[src/rtl/sdio_pkg.sv]
// Shared SDIO clock generator definitions.
// State encodings are also read by the host status register.
package sdio_pkg;

  localparam logic [1:0] SDIO_CLK_OFF   = 2'd0;
  localparam logic [1:0] SDIO_CLK_RUN   = 2'd1;
  localparam logic [1:0] SDIO_CLK_PAUSE = 2'd2;
  localparam logic [1:0] SDIO_CLK_INIT  = 2'd3;

  typedef enum logic [1:0] {
    ST_OFF   = SDIO_CLK_OFF,
    ST_RUN   = SDIO_CLK_RUN,
    ST_PAUSE = SDIO_CLK_PAUSE,
    ST_INIT  = SDIO_CLK_INIT
  } clk_st_e;

endpackage

[src/rtl/sdio_clk_gen.sv]
// SD/SDIO card clock generator, divider updates aligned to period boundary.
// Define SDIO_CLK_INIT_SEQ_EN to build the power-up init clock burst.
module sdio_clk_gen #(
  parameter int               DIV_W    = 8,
  parameter logic [DIV_W-1:0] DIV_RST  = {DIV_W{1'b1}},
  parameter int               INIT_CYC = 74,
  parameter int               INIT_W   = 7
) (
  input  logic             sd_clk,
  input  logic             rstn,
  input  logic             clk_en,
  input  logic             pause,
  input  logic [DIV_W-1:0] div_in,
  input  logic             div_upd,
  output logic             div_busy,
  output logic             div_ack,
  input  logic             init_start,
  output logic             init_busy,
  output logic             init_done,
  output logic             clk_o,
  output logic             clk_oe,
  output logic             tx_en,
  output logic             rx_en,
  output logic [1:0]       clk_state
);
  import sdio_pkg::*;

  clk_st_e          state, state_d;
  logic [DIV_W-1:0] cnt, cnt_d;
  logic [DIV_W-1:0] div_act, div_pend;
  logic             clk_d, oe_d;
  logic             term, burst, run, apply;
  logic             start, fin;

  assign term      = cnt == div_act;
  assign burst     = state == ST_INIT;
  assign run       = (state == ST_RUN) || burst;
  assign clk_state = state;

  assign apply = div_busy &&
                 ((state == ST_OFF) || (state == ST_PAUSE) ||
                  (run && term && clk_o));

  // Strobes only announce edges that will really happen.
  assign tx_en = run & term & clk_o;
  assign rx_en = run & term & ~clk_o &
                 (burst | (clk_en & ~pause));

  always_comb begin
    state_d = state;
    cnt_d   = cnt;
    clk_d   = clk_o;
    oe_d    = clk_oe;
    unique case (state)
      ST_OFF: begin
        if (start || clk_en) begin
          state_d = start ? ST_INIT : ST_RUN;
          oe_d    = 1'b1;
          cnt_d   = '0;
          clk_d   = 1'b0;
        end
      end
      ST_PAUSE: begin
        if (!clk_en) begin
          state_d = ST_OFF;
          oe_d    = 1'b0;
          cnt_d   = '0;
        end else if (!pause) begin
          state_d = ST_RUN;
        end
      end
      default: begin
        if (clk_o) begin
          if (term) begin
            cnt_d = '0;
            clk_d = 1'b0;
            if (!burst || fin) begin
              if (!clk_en) begin
                state_d = ST_OFF;
                oe_d    = 1'b0;
              end else if (pause) begin
                state_d = ST_PAUSE;
              end else begin
                state_d = ST_RUN;
              end
            end
          end else begin
            cnt_d = cnt + 1'b1;
          end
        end else if (!burst && !clk_en) begin
          state_d = ST_OFF;
          oe_d    = 1'b0;
          cnt_d   = '0;
        end else if (!burst && pause) begin
          state_d = ST_PAUSE;
        end else if (term) begin
          cnt_d = '0;
          clk_d = 1'b1;
        end else begin
          cnt_d = cnt + 1'b1;
        end
      end
    endcase
    if (start && state != ST_OFF) begin
      state_d = ST_INIT;
      oe_d    = 1'b1;
    end
  end

  always_ff @(posedge sd_clk or negedge rstn) begin
    if (!rstn) begin
      state    <= ST_OFF;
      cnt      <= '0;
      clk_o    <= 1'b0;
      clk_oe   <= 1'b0;
      div_act  <= DIV_RST;
      div_pend <= DIV_RST;
      div_busy <= 1'b0;
      div_ack  <= 1'b0;
    end else begin
      state   <= state_d;
      cnt     <= cnt_d;
      clk_o   <= clk_d;
      clk_oe  <= oe_d;
      div_ack <= apply;
      if (apply) begin
        div_act  <= div_pend;
        div_busy <= 1'b0;
      end
      // A fresh request wins over a same-cycle apply.
      if (div_upd) begin
        div_pend <= div_in;
        div_busy <= 1'b1;
      end
    end
  end

`ifdef SDIO_CLK_INIT_SEQ_EN
  localparam logic [INIT_W-1:0] INIT_LAST = INIT_W'(INIT_CYC);

  logic [INIT_W-1:0] init_cnt;

  assign start = init_start & ~burst;
  assign fin   = init_cnt == INIT_LAST;

  always_ff @(posedge sd_clk or negedge rstn) begin
    if (!rstn) begin
      init_cnt  <= '0;
      init_busy <= 1'b0;
      init_done <= 1'b0;
    end else begin
      init_done <= burst & clk_o & term & fin;
      if (start) begin
        init_cnt  <= '0;
        init_busy <= 1'b1;
      end else if (burst & ~clk_o & term) begin
        init_cnt <= init_cnt + 1'b1;
      end
      if (burst & clk_o & term & fin) begin
        init_busy <= 1'b0;
      end
    end
  end
`else
  localparam int unused_init_cfg = INIT_CYC + INIT_W;
  logic unused_init;

  assign unused_init = init_start;
  assign start       = 1'b0;
  assign fin         = 1'b0;
  assign init_busy   = 1'b0;
  assign init_done   = 1'b0;
`endif

endmodule

[config.mk]
export PLATFORM = sky130hd
export DESIGN_NAME = sdio_clk_gen
export DESIGN_NICKNAME = d
export VERILOG_FILES = /design/src/rtl/sdio_pkg.sv /design/src/rtl/sdio_clk_gen.sv
export SDC_FILE = /design/constraint.sdc
export NUM_CORES = 1
export LEC_CHECK = 0
export ABC_AREA = 1
export CAP_MARGIN = 20
export CELL_PAD_IN_SITES_DETAIL_PLACEMENT = 1
export CELL_PAD_IN_SITES_GLOBAL_PLACEMENT = 1
export CORE_UTILIZATION = 43
export DETAILED_ROUTE_END_ITERATION = 10
export GPL_TIMING_DRIVEN = 0
export PLACE_DENSITY_LB_ADDON = 0.1
export SKIP_CTS_REPAIR_TIMING = 1
export SYNTH_ARGS = -nofsm -noshare
export SYNTH_HDL_FRONTEND = slang
export SYNTH_SLANG_ARGS = --single-unit
[constraint.sdc]
create_clock -name sd_clk -period 2.45 [get_ports sd_clk]
set_input_delay 0.49 -clock sd_clk [delete_from_list [all_inputs] [get_ports sd_clk]]
set_output_delay 0.49 -clock sd_clk [all_outputs]
set_load 0.01 [all_outputs]
==> metrics.txt <==
Post-Syn Area per Cell=8.14 sq um; clock latency on the worst-skew pair=~0.28 ns; CTS tree=done; critical path depth=6; end of the worst hold path=div_act[1]$_DFFE_PN1P_; most frequent cells after synthesis=nand2_1, inv_1, dfstp_2; fill cell count=~470; ys flop type=dfstp_2; final setup TNS=0 ns; Crit-path slowest cell=dfstp_2; CP peak stage delay=about 0.56 ns; Seq/Total Area, Yosys=0.464; CTS clk-pin slew, worst paths=approximately 0.070 ns; Tightest Pin Transition=~0.58 ns; Final ANT Viol Nets=0; Yosys top cell by area=dfstp_2; R2R Path End=clk_oe$_DFFE_PN0P_; share of async-settable or async-resettable flops after synthesis=1.00; H-tree depth=2; worst r2r src=div_act[2]$_DFFE_PN1P_; Yosys warnings=0; CP Buf/Inv Count=1; ANT cells=0; top-count cell post-synth=nand2_1; Rel. slew slack=0.609; critical path arrival=about 1.7 ns; status=finished clean; skew final=~0.0045 ns; combinational share of power=0.455; DR WL/cell=between 10 and 15 um; P_sw=around 900 uW; DRC=0; clk sink count=30; Tightest Hold Check Type=reg2reg; reg2reg setup slack=~0.8 ns; r2r worst-path depth=8; all-layer global routing usage=0.215; final period utilization=0.883; Max-Cap Viols=0; Hold Fails Final Rpt=0; time the worst path needs with I/O delays and setup=2.16 ns; worst path cell trace=xnor2_2 > nand2_1 > nor2_2 > nand2_4 > nor3_1 > dlymetal6s2s_1; die span in x=~64 um; dominant cells by area after synthesis=dfstp_2, dfrtp_1, nand2_1; mapped cell area=about 0.0017 sq mm; Initial Util=0.450; VDD IR max=0.000519 V; Max Freq=about 0.46 GHz; Setup crit start kind=flop; Vias=around 1400; Hold Path Origin=div_pend[1]$_DFFE_PN1P_; final worst hold slack=just under 0.5 ns; clock root cell=clkbuf_8; Core Region=~0.0037 sq mm; Syn-to-layout area delta=24.3%; WL final=between 3000 and 4000 um; WS Path Type=reg2out; CTS Buf Count=5; HPWL Detailed=around 3000 um; #FFs+latches synth=30; 1st-iter DRT viols=94; Slew Viols, Final=0; Rows=22; largest net degree at the start of global routing=22; Post-synth EDFFs=0; grt total ovfl=0; die height=64.1 um; Nets=roughly 250; layout cells sized above 1=0.231; Switching Fraction=0.407; top cell family by delay on the critical path=flip-flops; Crit Path Max Fanout=8; Design Power=2.22 mW; IO buf count=20; P_int=1.31 mW; P_leak=~1.0 nW; sequential power share=0.360; cells after synthesis=204; Via density=around 5.0; CP required=between 1.5 and 2 ns; area of the multi-input gates=between 700 and 800 sq um; Final setup viols=0; CP Capture Type=output pin; register area=771 sq um; vias in the first global route=about 1500; drt pass-1 iters=4; Worst Hold Depth=2; GPL Wtd Cong=0.910; worst-case clock buffer depth=2; Critical Path Start=div_act[2]$_DFFE_PN1P_; Synth cell types=29; full die area=about 0.0041 sq mm; unrepaired setup endpoints after global routing=false; Cell Pwr Density=approximately 1100 mW/mm^2; clock share of power=0.185; initial antenna violation count=0; Synth top area share=0.253; number of top-level pins=24; first-pass GRT wire length=around 6600 um
-- routing by layer --
layer  routed length [um]  GRT usage
met1                 1690      0.256
met2                 2020      0.378
met3                  117     0.0536
met4                   66     0.0667
met5                    0          0
-- metrics by stage --
stage          setup WS, ns  area (sq um)  utilization  instances
2_1_floorplan         0.756          1660            -        205
3_3_place_gp         -0.162          1920        0.522        273
3_5_place_dp         -0.271          1950        0.529        274
4_1_cts              -0.276          2040        0.554        282
5_1_grt               0.161          2060        0.559        282
6_report              0.286          2060        0.559        282
-- power by group through the flow --
stage	Sequential [mW]	Clock, mW	Combinational, mW
floorplan	0.790	0	0.710
global placement	0.788	0	0.945
detailed placement	0.802	0	0.996
CTS	0.798	0.422	1.01
global route	0.815	0.438	1.13
finish	0.798	0.410	1.01
-- worst reg2reg max path, stage by stage (launching register included) --
cell     delay, ns
dfstp_2       0.56
xnor2_2       0.13
nand2_1       0.09
nor2_2        0.14
nand2_4       0.12
nand3_1       0.21
nand3_1       0.14
nand2_1       0.08
nand2_1       0.06
-- sequential cells by signal, indices dropped and copies added, names as in the netlist --
| name | cells |
|---|---|
| clk_o | 1 |
| div_busy | 1 |
| clk_oe | 1 |
| cnt | 8 |
| clk_state | 2 |
| div_pend | 8 |
| div_act | 8 |
| div_ack | 1 |
-- worst max path at each step --
| stage | endpoint | slack [ns] |
|---|---|---|
| 2_1_floorplan | rx_en | 0.76 |
| 3_3_place_gp | rx_en | -0.16 |
| 3_5_place_dp | rx_en | -0.27 |
| 4_1_cts | rx_en | -0.28 |
| 5_1_grt | tx_en | 0.16 |
| 6_report | tx_en | 0.29 |
-- placed cells by master (no fill, tap or decap), types with 5 or more instances in the layout --
| cell type | count |
|---|---|
| o21ai_2 | 8 |
| a21oi_1 | 9 |
| clkdlybuf4s50_1 | 17 |
| dfrtp_1 | 14 |
| nor3_1 | 5 |
| inv_1 | 27 |
| dfstp_2 | 16 |
| clkbuf_8 | 6 |
| nand3_1 | 10 |
| o21ai_0 | 11 |
| nand4_1 | 8 |
| nand2_1 | 57 |
| inv_2 | 5 |
-- logic make-up (layout without fill, tap and decap cells) --
logic type      Yosys count  after routing  share of synthesized area
other cells               1              2                    0.00226
simple gates             97             97                      0.281
fa+ha+maj                 1              1                    0.00753
buf+inv                  38             67                     0.0995
compound gates           31             31                      0.114
xor+xnor                  6              6                     0.0317
flops                    30             30                      0.464
-- final cells by class --
type,instances,area share
clock inverter,1,0.00243
clock buffer,7,0.0418
timing repair buffer,21,0.114
tap,48,0.0291
inverter,32,0.0582
sequential,30,0.374
buffer,6,0.0218
multi-input combinational,137,0.359
(Power assumes the default switching activity.)
